===== config.mk =====
export PLATFORM = sky130hd
export DESIGN_NAME = game_ctrl_flat
export DESIGN_NICKNAME = d
export VERILOG_FILES = /design/src/rtl/game_ctrl_if.sv /design/src/rtl/game_ctrl.sv /design/src/flat_wrapper.sv
export SDC_FILE = /design/constraint.sdc
export NUM_CORES = 1
export LEC_CHECK = 0
export BUFFER_PORTS_ARGS = -buffer_cell sky130_fd_sc_hd__buf_2
export CAP_MARGIN = 20
export CORE_MARGIN = 8
export CORE_UTILIZATION = 40
export DETAILED_ROUTE_END_ITERATION = 8
export GPL_ROUTABILITY_DRIVEN = 0
export SYNTH_ARGS = -nofsm -noshare
export SYNTH_HDL_FRONTEND = slang
export SYNTH_SLANG_ARGS = --single-unit

===== constraint.sdc =====
create_clock -name game_clk -period 2.45 [get_ports game_clk]
set_input_delay 0.49 -clock game_clk [delete_from_list [all_inputs] [get_ports game_clk]]
set_output_delay 0.49 -clock game_clk [all_outputs]
set_load 0.01 [all_outputs]

===== src/rtl/game_ctrl_if.sv =====
// Game controller bus: debounced buttons, collision and score in; state and display controls out.
interface game_ctrl_if;
   localparam int unsigned SCORE_W = 14;

   logic               btn_start;
   logic               btn_mode;
   logic               collision;
   logic [SCORE_W-1:0] score;
   logic [1:0]         game_state;
   logic               mode;
   logic [1:0]         speed;
   logic               lockout;

   modport master (
      output btn_start, btn_mode, collision, score,
      input  game_state, mode, speed, lockout
   );

   modport slave (
      input  btn_start, btn_mode, collision, score,
      output game_state, mode, speed, lockout
   );
endinterface


===== src/rtl/game_ctrl.sv =====
// Game flow controller: INIT/START/END/RESET sequencing, end-of-game lockout, display mode and speed.
// Optional macro GAME_CTRL_AUTO_ALT_EN: mode alternates automatically every ALT_PERIOD ticks in GAME_END.
module game_ctrl #(
   parameter int unsigned END_LOCKOUT = 36,
   parameter int unsigned ALT_PERIOD  = 72
) (
   input  logic        game_clk,
   input  logic        rst,
   game_ctrl_if.slave  bus
);
   localparam int unsigned CNT_W   = 8;
   localparam int unsigned SCORE_W = 14;

   localparam logic [CNT_W-1:0]   LOCK_MAX  = CNT_W'(END_LOCKOUT);
   localparam logic [SCORE_W-1:0] SCORE_T1  = SCORE_W'(100);
   localparam logic [SCORE_W-1:0] SCORE_T2  = SCORE_W'(300);
   localparam logic [SCORE_W-1:0] SCORE_T3  = SCORE_W'(600);

   if (END_LOCKOUT < 1 || END_LOCKOUT > 255) begin : g_bad_lockout
      $error("game_ctrl: END_LOCKOUT must be 1..255");
   end
   if (ALT_PERIOD < 1 || ALT_PERIOD > 255) begin : g_bad_alt
      $error("game_ctrl: ALT_PERIOD must be 1..255");
   end

   typedef enum logic [1:0] {
      GAME_INIT  = 2'd0,
      GAME_START = 2'd1,
      GAME_END   = 2'd2,
      GAME_RESET = 2'd3
   } state_t;

   state_t           state;
   logic             start_prev;
   logic             mode_prev;
   logic             start_armed;
   logic [CNT_W-1:0] lock_cnt;
   logic [CNT_W-1:0] lock_cnt_inc;
   logic             mode_r;
   logic [1:0]       speed_r;
   logic             lockout_r;
   logic             start_edge;
   logic             mode_edge;
   logic [1:0]       tier;

`ifdef GAME_CTRL_AUTO_ALT_EN
   localparam logic [CNT_W-1:0] ALT_LAST = CNT_W'(ALT_PERIOD - 1);
   logic [CNT_W-1:0] alt_cnt;
`endif

   // A start press only counts once the button has been seen released since reset.
   assign start_edge = bus.btn_start & ~start_prev & start_armed;
   assign mode_edge  = bus.btn_mode & ~mode_prev;
   assign lock_cnt_inc = (lock_cnt < LOCK_MAX) ? lock_cnt + CNT_W'(1) : lock_cnt;

   always_comb begin
      tier = 2'd3;
      if (bus.score < SCORE_T1)      tier = 2'd0;
      else if (bus.score < SCORE_T2) tier = 2'd1;
      else if (bus.score < SCORE_T3) tier = 2'd2;
   end

   always_ff @(posedge game_clk or posedge rst) begin
      if (rst) begin
         state       <= GAME_INIT;
         start_prev  <= 1'b0;
         mode_prev   <= 1'b0;
         start_armed <= 1'b0;
         lock_cnt    <= '0;
         mode_r      <= 1'b0;
         speed_r     <= 2'd0;
         lockout_r   <= 1'b0;
`ifdef GAME_CTRL_AUTO_ALT_EN
         alt_cnt     <= '0;
`endif
      end else begin
         start_prev <= bus.btn_start;
         mode_prev  <= bus.btn_mode;
         if (!bus.btn_start) start_armed <= 1'b1;

         case (state)
            GAME_INIT: begin
               speed_r   <= 2'd0;
               lockout_r <= 1'b0;
               if (start_edge) begin
                  state  <= GAME_START;
                  mode_r <= 1'b0;
               end else if (mode_edge) begin
                  mode_r <= ~mode_r;
               end
            end

            GAME_START: begin
               mode_r  <= 1'b0;
               speed_r <= (tier > speed_r) ? tier : speed_r;
               if (bus.collision) begin
                  state     <= GAME_END;
                  lock_cnt  <= '0;
                  lockout_r <= (LOCK_MAX != '0);
`ifdef GAME_CTRL_AUTO_ALT_EN
                  alt_cnt   <= '0;
`endif
               end else begin
                  lockout_r <= 1'b0;
               end
            end

            GAME_END: begin
               // Presses during lockout are dropped, not remembered.
               if (start_edge && !lockout_r) begin
                  state     <= GAME_RESET;
                  mode_r    <= 1'b0;
                  speed_r   <= 2'd0;
                  lockout_r <= 1'b0;
               end else begin
                  lock_cnt  <= lock_cnt_inc;
                  lockout_r <= (lock_cnt_inc < LOCK_MAX);
`ifdef GAME_CTRL_AUTO_ALT_EN
                  if (alt_cnt == ALT_LAST) begin
                     alt_cnt <= '0;
                     mode_r  <= ~mode_r;
                  end else begin
                     alt_cnt <= alt_cnt + CNT_W'(1);
                  end
`else
                  if (mode_edge) mode_r <= ~mode_r;
`endif
               end
            end

            GAME_RESET: begin
               state     <= GAME_START;
               mode_r    <= 1'b0;
               speed_r   <= 2'd0;
               lockout_r <= 1'b0;
            end

            default: state <= GAME_INIT;
         endcase
      end
   end

   assign bus.game_state = state;
   assign bus.mode       = mode_r;
   assign bus.speed      = speed_r;
   assign bus.lockout    = lockout_r;
endmodule


===== src/flat_wrapper.sv =====
// flat-port wrapper written by rule: the top's interface ports become plain ports
module game_ctrl_flat 
#(
   parameter int unsigned END_LOCKOUT = 36,
   parameter int unsigned ALT_PERIOD  = 72
)
  (game_clk, rst, bus_btn_start, bus_btn_mode, bus_collision, bus_score, bus_game_state, bus_mode, bus_speed, bus_lockout);
  game_ctrl_if bus_i ();
  input  logic game_clk;
  input  logic rst;
  input wire logic [$bits(bus_i.btn_start)-1:0] bus_btn_start;
  input wire logic [$bits(bus_i.btn_mode)-1:0] bus_btn_mode;
  input wire logic [$bits(bus_i.collision)-1:0] bus_collision;
  input wire logic [$bits(bus_i.score)-1:0] bus_score;
  output wire logic [$bits(bus_i.game_state)-1:0] bus_game_state;
  output wire logic [$bits(bus_i.mode)-1:0] bus_mode;
  output wire logic [$bits(bus_i.speed)-1:0] bus_speed;
  output wire logic [$bits(bus_i.lockout)-1:0] bus_lockout;
  assign bus_i.btn_start = bus_btn_start;
  assign bus_i.btn_mode = bus_btn_mode;
  assign bus_i.collision = bus_collision;
  assign bus_i.score = bus_score;
  assign bus_game_state = bus_i.game_state;
  assign bus_mode = bus_i.mode;
  assign bus_speed = bus_i.speed;
  assign bus_lockout = bus_i.lockout;
  game_ctrl #(.END_LOCKOUT(END_LOCKOUT), .ALT_PERIOD(ALT_PERIOD)) u_core (.game_clk(game_clk), .rst(rst), .bus(bus_i));
endmodule

* Yosys cells after proc, flatten, opt, wreduce, memory -nomap -nowiden *
Index checks and enable logic that the tools add are counted.

storage, ports and cells
  bits in registers = 17
  bits in latches = 0
  RAM bits = 0
  ROM bits = 0
  input bits = 19
  output and inout port bits = 6
  memories = 0

cells by class
  add/sub/neg operators = 1
  multipliers = 0
  divide/modulo/power cells = 0
  $lt $le $gt $ge = 6
  equal/unequal tests = 8
  shifts and indexed selects = 0
  mux-type cells = 21
  bitwise logic cells = 6
  reduce and logical (&&, ||, !) cells = 9

operators by type and width
  cell                                                          number
  2-to-1 mux 8 bit                                              3
  less-than comparator 8 x 6 -> 1 bit, second input constant    2
  one-hot mux 8 bit (2 select lines)                            1
  less-than comparator 14 x 10 -> 1 bit, second input constant  1
  less-than comparator 14 x 7 -> 1 bit, second input constant   1
  less-than comparator 14 x 9 -> 1 bit, second input constant   1
  2-to-1 mux 2 bit                                              7
  adder 8 x 1 -> 8 bit, second input constant                   1
  one-hot mux 2 bit (4 select lines)                            1
  2-to-1 mux 1 bit                                              6
  != test 2 x 1 -> 1 bit, second input constant                 3
  one-hot mux 1 bit (3 select lines)                            2
  one-hot mux 2 bit (3 select lines)                            1
  AND reduction 3 bit                                           2
  == test 2 bit, second input constant                          2
  != test 2 bit, second input constant                          2
  OR reduction 2 bit                                            2
  bitwise AND 1 bit                                             3
  inverter 1 bit                                                3
  == test 2 x 1 -> 1 bit, second input constant                 1
  greater-than comparator 2 bit                                 1
  logical NOT 2 bit                                             1
  AND reduction 2 bit                                           1
  nonzero test 2 bit                                            1
  other kinds (2)                                               2

* Depth between registers and ports, before layout *
Gate-level depths: netlist (run 1).

  depth in word-level cells = 7
  mapped depth = 8
  depth with buffers taken out = 8

* Least setup slack after synthesis (run 1) *
OpenSTA, ideal clock, no wires.

  path kind = input-to-reg
  start point = input port bus_score[13]
  end point = register u_core.speed_r[1], in the netlist u_core.bus.speed[1]
  library setup time = 121 ps
  arrival time = 2161 ps
  slack = 168 ps
  stages = 8
  path buffers = 0
  cell sequence = or4_4 -> nor2_2 -> nand2b_2 -> ha_1 -> nor2b_1 -> a2bb2oi_1 -> o21ai_0 -> a32o_2

on the way
  cells in the longest elaborated chain, start to end = 7
  elaborated cells on any way between the ends = 11
  classes of those cells = order compare: 4; eq/ne: 1; mux: 5; reduce/logical: 1

RTL lines
  what                                   RTL line            text
  start: declaration                     flat_wrapper.sv:14  input wire logic [$bits(bus_i.score)-1:0] bus_score;
  less-than comparator 14 x 10 -> 1 bit  game_ctrl.sv:60     else if (bus.score < SCORE_T3) tier = 2'd2;
  2-to-1 mux 1 bit                       game_ctrl.sv:60
  2-to-1 mux 2 bit                       game_ctrl.sv:59     else if (bus.score < SCORE_T2) tier = 2'd1;
  2-to-1 mux 2 bit *                     game_ctrl.sv:58     if (bus.score < SCORE_T1) tier = 2'd0;
  greater-than comparator 2 bit          game_ctrl.sv:95     speed_r <= (tier > speed_r) ? tier : speed_r;
  != test 2 x 1 -> 1 bit (no line)       n/a
  AND reduction 2 bit (no line)          n/a
  end signal: assignment                 game_ctrl.sv:95
  end: declaration                       game_ctrl.sv:40     logic [1:0] speed_r;

Mark *: on every way between the ends. The rest lies on a longest branch, timed or not. The select of a mux whose other input is x is not followed.
A chain may end at the register's enable or synchronous reset.

* Worst setup path after layout (run 1) *
Same ends and word-level chain as after synthesis.

==> results.sh, run 1 <==
export IMPL_fin_tns_setup_ns=0
export IMPL_yosysSeqAreaShare_pct=40.5
export IMPL_fin_hold_ws_ns=0.261
export IMPL_ir_worst_vdd_v=0.000611
export IMPL_cts_setup_buffers=0
export IMPL_powerDensity_nw_per_um2=845
export IMPL_path_clk_slew_ns=0.10
export IMPL_nNetsFinal=159
export IMPL_fillers=251
export IMPL_die_h_um=67.2
export IMPL_vias=902
export IMPL_grt_usage_pct=10.4
export IMPL_overflow=0
export IMPL_wl_met3_um=205
export IMPL_async_flop_share_pct=100
export IMPL_fin_crit_sh_pct=92.0
export IMPL_drtPass1Iterations=4
export IMPL_fmax_ghz=0.444
export IMPL_totalWireLength_um=2230
export IMPL_crit_arrival_ns=2.44
export IMPL_hpwlAfterDp_um=1750
export IMPL_status="finished, final reports clean"
export IMPL_place_area_sq_um=1200
export IMPL_wl_met2_um=1060
export IMPL_drt_antenna_violating_nets=0
export IMPL_design_power_total_mw=1.03
export IMPL_drv_slew=0
export IMPL_clk_latency_ns=0.29
export IMPL_maxUsedRoutingLayer="met4"
export IMPL_crit_type="in -> reg"
export IMPL_rsz0062_at_grt="false"
export IMPL_post_cts_resized=0
export IMPL_clockBufferDepth=2
export IMPL_grt_pass1_wl_um=3670
export IMPL_syn2layout_area_growth_pct=16.6
export IMPL_drc=0
export IMPL_wl_per_cell_um=13.7
export IMPL_synth_edff_count=0
export IMPL_cts_tree="yes"
export IMPL_ys_types=44
export IMPL_ys_ff_latch=17
export IMPL_power_leakage_nw=0.599
export IMPL_port_buffers=22
export IMPL_critPathRequiredTime_ns=2.63
export IMPL_cts_root_buf="clkbuf_4"
export IMPL_drt_iter0_drc=27
export IMPL_synth_avg_cell_area_sq_um=9.81
export IMPL_core_sq_um=2480
export IMPL_wl_met1_um=943
export IMPL_vias_per_cell=5.57
export IMPL_max_slew_margin_rel_pct=57.2
export IMPL_netlist_area_sq_um=1050
export IMPL_htree_num_levels=1
export IMPL_finalSetupViolations=0
export IMPL_row_count=18
export IMPL_cp_end_kind="flip-flop"
export IMPL_syn_nets=133
export IMPL_skew_ns=0.00861
export IMPL_worst_slew_pin_slew_ns=0.642
export IMPL_period_needed_ns=2.25
export IMPL_synthCells=107
export IMPL_cts_hold_buf=0
export IMPL_final_cell_area_sq_um=1220
export IMPL_path_max_fanout=3
export IMPL_yosys_warnings=0
export IMPL_hold_violations=0
export IMPL_grt_pass1_vias=850
export IMPL_cts_sinks=17
export IMPL_drive_gt1_share_pct=27.3
export IMPL_antenna_found_initial=0
export IMPL_min_path_type="in -> async"
export IMPL_dieArea_sq_um=4520
export IMPL_diodes=0
export IMPL_synth_flop_cell="dfrtp_1"
export IMPL_cap_violations=0
export IMPL_numCtsBuffers=3
export IMPL_start_util_pct=42.4
export IMPL_worst_setup_path_start_kind="primary input"
export IMPL_grt_start_max_net_pins=18
export IMPL_ios=25
export IMPL_die_w_um=67.2
[Yosys cell counts (all sizes together), types with 3 or more instances]
cell type,instances,area [sq um]
inv,9,33.8
o21a,3,22.5
a21oi,6,30.0
nand2,6,22.5
dfrtp,17,425
nand2b,3,21.3
o21ai,5,25.0
nor2b,3,18.8
nand3,4,20.0
or3,3,18.8
nor3,3,15.0
nor2,4,17.5
ha,7,87.6
[layout make-up]
type | count | area, sq um | area share [%]
multi-input cells | 79 | 582 | 47.5
flip-flops and latches | 17 | 425 | 34.8
clock inverters | 1 | 5.00 | 0.409
clock buffers | 3 | 22.5 | 1.84
repair buffers | 23 | 118 | 9.61
well taps | 30 | 37.5 | 3.07
inverters | 9 | 33.8 | 2.76
[state kept, by name (all words and copies together) (netlist names)]
name and count:
u_core.start_armed 1, u_core.bus.lockout 1, u_core.bus.speed 2, u_core.mode_prev 1
u_core.lock_cnt 8, u_core.start_prev 1, u_core.bus.game_state 2, u_core.bus.mode 1
[worst max-delay path, cell delays in order]
cell and delay (ns):
buf_2 0.10, or4_4 0.55, nor2_2 0.14, nand2b_2 0.08
ha_1 0.29, nor2b_1 0.14, a2bb2oi_1 0.27, o21ai_0 0.15
a32o_2 0.23
[power breakdown]
part           switching (mW)  internal, mW  total [mW]
clock                  0.0882        0.0608       0.149
sequential             0.0447         0.339       0.384
combinational           0.277         0.224       0.501
total                   0.410         0.624        1.03
[path summary, 6_finish.rpt]
path                                          start                        to  slack (ns)  cells past startpoint
setup / recovery                      bus_score[13]       u_core.bus.speed[1]        0.20                      9
hold / removal                                  rst        u_core.lock_cnt[7]        0.26                      2
setup reg to reg           u_core.bus.game_state[0]  u_core.bus.game_state[1]        0.75                      5
hold reg to reg                 u_core.bus.speed[1]       u_core.bus.speed[1]        0.53                      1
max in group asynchronous                       rst        u_core.lock_cnt[2]        1.77                      2
min in group game_clk                  bus_btn_mode          u_core.mode_prev        0.31                      1
[per-stage QoR]
stage	util (%)	worst slack, ns	std cells
after detailed placement	48.3	-0.113	158
after global routing	49.4	0.0482	162
after CTS	49.4	0.204	162
after global placement	48.3	-0.0341	158
final	49.4	0.197	162
after floorplan	-	0.168	107
[cells in the final DEF (no fill, tap or decap), types with 2 or more instances in the layout]
| cell type | netlist | layout |
|---|---|---|
| a211oi_1 | 2 | 2 |
| nor3_1 | 3 | 3 |
| inv_1 | 9 | 9 |
| nand2b_1 | 2 | 2 |
| o21ai_0 | 2 | 2 |
| o31ai_1 | 2 | 2 |
| nand3_1 | 4 | 4 |
| o21a_1 | 3 | 3 |
| nor2b_1 | 3 | 3 |
| o21ai_1 | 3 | 3 |
| nand4_1 | 2 | 2 |
| or3_1 | 3 | 3 |
| dfrtp_1 | 17 | 17 |
| nand3b_1 | 2 | 2 |
| nor2_1 | 3 | 3 |
| buf_2 | 1 | 22 |
| a21o_1 | 2 | 2 |
| ha_1 | 7 | 7 |
| mux2_2 | 2 | 2 |
| a21oi_1 | 6 | 6 |
| nand2_1 | 6 | 6 |
| clkbuf_4 | 0 | 3 |
[metal layers]
| layer | track usage [%] | vias up |
|---|---|---|
| li1 | - | 447 |
| met1 | 11.0 | 426 |
| met2 | 18.8 | 27 |
| met3 | 4.14 | 2 |
| met4 | 3.13 | 0 |
| met5 | 0 | - |
[cell families (layout without fill, tap and decap cells)]
family                     count (synthesis)  after routing  synth area share, %
and+or+nand+nor                           37             37                 21.6
AOI/OAI and AO/OA                         31             31                 21.6
DFF                                       17             17                 40.5
buffers and inverters                     11             36                 4.05
adders and majority gates                  7              7                 8.34
muxes                                      3              3                 3.10
xor gates and xnor gates                   1              1                0.834
Note: power is estimated with default switching activity, not from simulation.
==> run 2, diff against run 1 <==
==> constraint.sdc (replaced) <==
create_clock -name game_clk -period 2.45 [get_ports game_clk]
set_input_delay 0.1225 -clock game_clk [delete_from_list [all_inputs] [get_ports game_clk]]
set_output_delay 0.1225 -clock game_clk [all_outputs]
set_load 0.01 [all_outputs]
==> run 2 against run 1 <==
Maximum frequency is 19% higher. Cell area is 1.7% higher. Critical path type unchanged. Global-route usage is 0.18 points lower. Sequential share of layout area is 0.59 points lower. Die area stayed put. Largest power group unchanged.
==> results.sh, run 2 (synthesis results as in run 1) <==
export IMPL_die_h_um=67.2
export IMPL_p_seq_share_pct=36.9
export IMPL_cap_violations=0
export IMPL_critPathCapture="u_core.bus.speed[1]"
export IMPL_diodes=0
export IMPL_largest_register_ffs=8
export IMPL_design_power_total_mw=1.03
export IMPL_switching_power_mw=0.405
export IMPL_skew_ns=0.00343
export IMPL_min_path_type="in -> reg"
export IMPL_internal_power_mw=0.629
export IMPL_hold_violations=0
export IMPL_vias_per_cell=5.43
export IMPL_ir_worst_vdd_v=0.000723
export IMPL_final_cell_area_sq_um=1240
export IMPL_final_common_cell="buf_2"
export IMPL_fin_hold_ws_ns=0.236
export IMPL_cp_end_kind="flip-flop"
export IMPL_port_buffers=22
export IMPL_fin_crit_sh_pct=77.3
export IMPL_row_count=18
export IMPL_totalWireLength_um=2210
export IMPL_dieArea_sq_um=4520
export IMPL_htree_num_levels=1
export IMPL_power_frac_comb_pct=49.0
export IMPL_core_sq_um=2480
export IMPL_nNetsFinal=161
export IMPL_place_inst=157
export IMPL_largest_register="u_core.lock_cnt"
export IMPL_swShare_pct=39.1
export IMPL_grt_pass1_vias=818
export IMPL_timing_rr_end="u_core.bus.game_state[1]"
export IMPL_path_clk_slew_ns=0.09
export IMPL_r2r_cells=5
export IMPL_finalSetupViolations=0
export IMPL_startpoint="bus_score[13]"
export IMPL_drv_slew=0
export IMPL_cts_tree="yes"
export IMPL_grt_pass1_wl_um=3640
export IMPL_drive_gt1_share_pct=25.4
export IMPL_drt_antenna_violating_nets=0
export IMPL_power_leakage_nw=0.605
export IMPL_crit_arrival_ns=2.08
export IMPL_worst_setup_path_start_kind="primary input"
export IMPL_status="finished, final reports clean"
export IMPL_powerDensity_nw_per_um2=830
export IMPL_drtPass1Iterations=4
export IMPL_vias=890
export IMPL_final_cells=164
export IMPL_place_area_sq_um=1190
export IMPL_worst_slew_pin_slew_ns=0.665
export IMPL_fin_tns_setup_ns=0
export IMPL_power_frac_clock_pct=14.1
export IMPL_cts_root_buf="clkbuf_4"
export IMPL_path_max_fanout=3
export IMPL_clk_latency_ns=0.29
export IMPL_start_util_pct=42.4
export IMPL_drc=0
export IMPL_timing_rr_start="u_core.bus.game_state[0]"
export IMPL_fmax_ghz=0.528
export IMPL_post_cts_resized=0
export IMPL_layout_setup_ws_ns=0.556
export IMPL_cts_sinks=17
export IMPL_antenna_found_initial=0
export IMPL_hpwlAfterDp_um=1670
export IMPL_mostFrequentLayoutCells="buf_2 (22), dfrtp_1 (17), inv_1 (9), ha_1 (7)"
export IMPL_wl_per_cell_um=13.5
export IMPL_utilization_pct=50.3
export IMPL_cts_setup_buffers=0
export IMPL_critPathRequiredTime_ns=2.64
export IMPL_grt_start_max_net_pins=18
export IMPL_syn2layout_area_growth_pct=18.6
export IMPL_rsz0062_at_grt="false"
export IMPL_clockBufferDepth=2
export IMPL_numCtsBuffers=3
export IMPL_max_slew_margin_rel_pct=55.6
export IMPL_drt_iter0_drc=34
export IMPL_ios=25
export IMPL_period_needed_ns=1.89
export IMPL_die_w_um=67.2
export IMPL_crit_type="in -> reg"
export IMPL_pre_cts_ws_ns=0.280
export IMPL_overflow=0
export IMPL_reg2reg_setup_slack_ns=0.73
export IMPL_fillers=236
export IMPL_grt_usage_pct=10.3
## run 2: how the worst min path moves through the flow
| stage | startpoint | end | slack, ns | cells past startpoint |
|---|---|---|---|---|
| 4_1_cts | bus_score[9] | u_core.bus.speed[1] | 0.22 | 4 |
| 6_report | bus_score[9] | u_core.bus.speed[1] | 0.24 | 4 |
| 3_5_place_dp | rst | u_core.start_armed | 0.25 | 2 |
| 3_3_place_gp | rst | u_core.mode_prev | 0.24 | 2 |
| 2_1_floorplan | rst | u_core.bus.game_state[0] | 0.05 | 1 |
| 5_1_grt | bus_score[9] | u_core.bus.speed[1] | 0.25 | 4 |
## run 2: worst max-delay path, cell delays in order
cell       delay [ns]
buf_2            0.10
or4_4            0.55
nor2_2           0.13
nand2b_2         0.08
ha_1             0.30
nor2b_1          0.14
a2bb2oi_1        0.25
o21ai_0          0.16
a32o_2           0.24
## run 2: routing by layer
layer	global-route usage [%]	up-vias	share of wire (%)
met5	0	-	0
met1	11.7	411	46
met2	16.8	25	45
li1	-	450	-
met4	3.92	0	1.1
met3	4.14	4	8.0
## run 2: power by group through the flow
stage | logic, mW | clock network, mW | registers [mW]
after floorplan | 0.355 | 0 | 0.403
after global placement | 0.499 | 0 | 0.385
after detailed placement | 0.505 | 0 | 0.388
after CTS | 0.512 | 0.155 | 0.382
after global routing | 0.569 | 0.160 | 0.391
final | 0.507 | 0.146 | 0.381
## run 2: layout make-up
class / count / area [sq um] / area share (%)
Clock buffer: 4 / 26.3 / 2.11
Inverter: 9 / 33.8 / 2.71
Multi-Input combinational cell: 79 / 582 / 46.7
Sequential cell: 17 / 425 / 34.2
Tap cell: 30 / 37.5 / 3.02
Timing Repair Buffer: 25 / 140 / 11.3
## run 2: what timing repair did
item	in CTS	in global routing
endpoints found under the hold margin	19	0
hold buffers	3	0
endpoints found under the setup margin	0	0
==> run 3, diff against run 2 <==
==> constraint.sdc (replaced) <==
create_clock -name game_clk -period 1.5 [get_ports game_clk]
set_input_delay 0.075 -clock game_clk [delete_from_list [all_inputs] [get_ports game_clk]]
set_output_delay 0.075 -clock game_clk [all_outputs]
set_load 0.01 [all_outputs]
==> run 3 against run 2 <==
The run now ends with negative setup slack left. Global-route usage up 2.4 points. First-iteration DRC count up 12%. Routed wire length up 31%. Non-clock buffer count up 29. Cell area up 31%. Register-to-register slack worse by 0.70 ns. Clock skew up 0.0013 ns. Critical path depth unchanged. Via count up 16%.
==> results.sh, run 3 (synthesis results as in run 1) <==
export IMPL_period_needed_ns=1.65
export IMPL_r2r_cells=6
export IMPL_crit_arrival_ns=1.84
export IMPL_cap_violations=0
export IMPL_hpwlAfterDp_um=2040
export IMPL_cts_root_buf="clkbuf_4"
export IMPL_timing_rr_start="u_core.bus.speed[1]"
export IMPL_drc=0
export IMPL_place_area_sq_um=1380
export IMPL_nNetsFinal=190
export IMPL_fin_crit_sh_pct=110
export IMPL_rsz0062_at_grt="true"
export IMPL_finalSetupViolations=2
export IMPL_drt_antenna_violating_nets=0
export IMPL_fmax_ghz=0.605
export IMPL_grt_start_max_net_pins=18
export IMPL_drive_gt1_share_pct=49.1
export IMPL_largest_register="u_core.lock_cnt"
export IMPL_dieArea_sq_um=4520
export IMPL_start_util_pct=42.4
export IMPL_vias=1036
export IMPL_largest_register_ffs=8
export IMPL_multi_input_area_sq_um=738
export IMPL_die_h_um=67.2
export IMPL_status="finished with violations"
export IMPL_crit_slowest_cell="or4_4"
export IMPL_register_area_sq_um=425
export IMPL_design_power_total_mw=2.36
export IMPL_crit_type="in -> reg"
export IMPL_grt_pass1_wl_um=4510
export IMPL_grt_usage_pct=12.6
export IMPL_clk_latency_ns=0.29
export IMPL_cp_end_kind="flip-flop"
export IMPL_core_sq_um=2480
export IMPL_layout_setup_ws_ns=-0.154
export IMPL_htree_num_levels=1
export IMPL_violations="negative setup slack"
export IMPL_port_buffers=22
export IMPL_wl_per_cell_um=15.1
export IMPL_crit_chain="buf_6 -> or4_4 -> nor2_4 -> nand2b_4 -> ha_4 -> nor2b_4 -> a2bb2oi_2 -> o21ai_2 -> a32o_2"
export IMPL_row_count=18
export IMPL_final_cell_area_sq_um=1630
export IMPL_overflow=0
export IMPL_holdPathStages=4
export IMPL_antenna_found_initial=0
export IMPL_drtPass1Iterations=4
export IMPL_crit_path_max_incr_delay_ns=0.57
export IMPL_ir_worst_vdd_v=0.000987
export IMPL_totalWireLength_um=2910
export IMPL_final_common_cell="buf_4"
export IMPL_powerDensity_nw_per_um2=1440
export IMPL_cts_tree="yes"
export IMPL_cts_sinks=17
export IMPL_die_w_um=67.2
export IMPL_worst_slew_pin_slew_ns=0.662
export IMPL_diodes=0
export IMPL_fillers=192
export IMPL_min_path_type="in -> reg"
export IMPL_numCtsBuffers=3
export IMPL_path_max_fanout=3
export IMPL_wl_met1_um=1150
export IMPL_maxUsedRoutingLayer="met4"
export IMPL_timing_rr_end="u_core.bus.speed[1]"
export IMPL_fin_tns_setup_ns=-0.219
export IMPL_skew_ns=0.00471
export IMPL_vias_per_cell=5.37
export IMPL_worstHoldEndpoint="u_core.bus.game_state[1]"
export IMPL_reg2reg_setup_slack_ns=0.03
export IMPL_drt_iter0_drc=38
export IMPL_worst_setup_path_start_kind="primary input"
export IMPL_path_clk_slew_ns=0.10
export IMPL_mostFrequentLayoutCells="buf_4 (27), buf_2 (21), dfrtp_1 (17), inv_1 (8), a21oi_1 (6)"
export IMPL_drv_slew=0
export IMPL_max_slew_margin_rel_pct=55.8
export IMPL_syn2layout_area_growth_pct=55.5
export IMPL_ios=25
export IMPL_wl_met3_um=173
export IMPL_critPathRequiredTime_ns=1.68
export IMPL_grt_pass1_vias=1027
export IMPL_wl_met2_um=1560
export IMPL_clockBufferDepth=2
export IMPL_power_leakage_nw=0.764
export IMPL_fin_hold_ws_ns=0.321
export IMPL_hold_violations=0
export IMPL_hold_start="bus_collision"
==> run 3: cell types whose count changed in the layout (fill, tap and decap cells not counted), moves of 2 or more <==
| cell | delta |
|---|---|
| buf_4 | +27 |
| ha_1 | -5 |
| ha_4 | +4 |
| buf_6 | +3 |
| nand2b_4 | +2 |
| nor3_1 | -2 |
| o21ai_2 | +2 |
==> run 3: critical path: cells and delay by family <==
family | cells | cell delay, ns
compound gates | 3 | 0.50
fa+ha+maj | 1 | 0.26
simple gates | 4 | 0.91
buf+inv | 1 | 0.09
==> run 3: final cells by class <==
class	count	share of cell area (%)
clock buffer	4	1.61
inverter	9	2.07
multi-input combinational	79	45.2
sequential	17	26.1
tap	30	2.30
timing repair buffer	54	22.8
==> run 3: per-layer routing <==
metal	vias up	GRT usage, %
met2	26	22.1
met4	0	2.35
met3	4	3.81
met1	501	15.0
li1	505	-
met5	-	0
==> run 3: worst max-delay path by stage <==
stage	to	slack [ns]	cells after the start	from
2_1_floorplan	u_core.bus.speed[1]	-0.28	8	bus_score[13]
3_3_place_gp	u_core.bus.speed[1]	-0.40	8	bus_score[13]
3_5_place_dp	u_core.bus.speed[1]	-0.48	8	bus_score[13]
4_1_cts	u_core.bus.speed[1]	-0.15	9	bus_score[13]
5_1_grt	u_core.bus.speed[1]	-0.21	8	bus_score[13]
6_report	u_core.bus.speed[1]	-0.15	9	bus_score[13]
==> run 3: report_power, final <==
group          internal [mW]  switching (mW)
combinational          0.786           0.706
clock                  0.103           0.142
sequential             0.553          0.0650
total                   1.44           0.913
==> run 3: stage by stage <==
step | utilization, % | cells | setup WS (ns)
finish | 65.9 | 193 | -0.154
global placement | 55.6 | 177 | -0.405
floorplan | - | 107 | -0.275
CTS | 60.2 | 189 | -0.148
detailed placement | 55.6 | 177 | -0.476
global route | 65.9 | 193 | -0.208
==> run 3: timing repair <==
item	in CTS	in global routing
buffers inserted	5	4
gates resized for setup	2	21
setup endpoints to repair	6	9
pin swaps	3	6
endpoints found under the hold margin	20	0
hold buffers	3	0
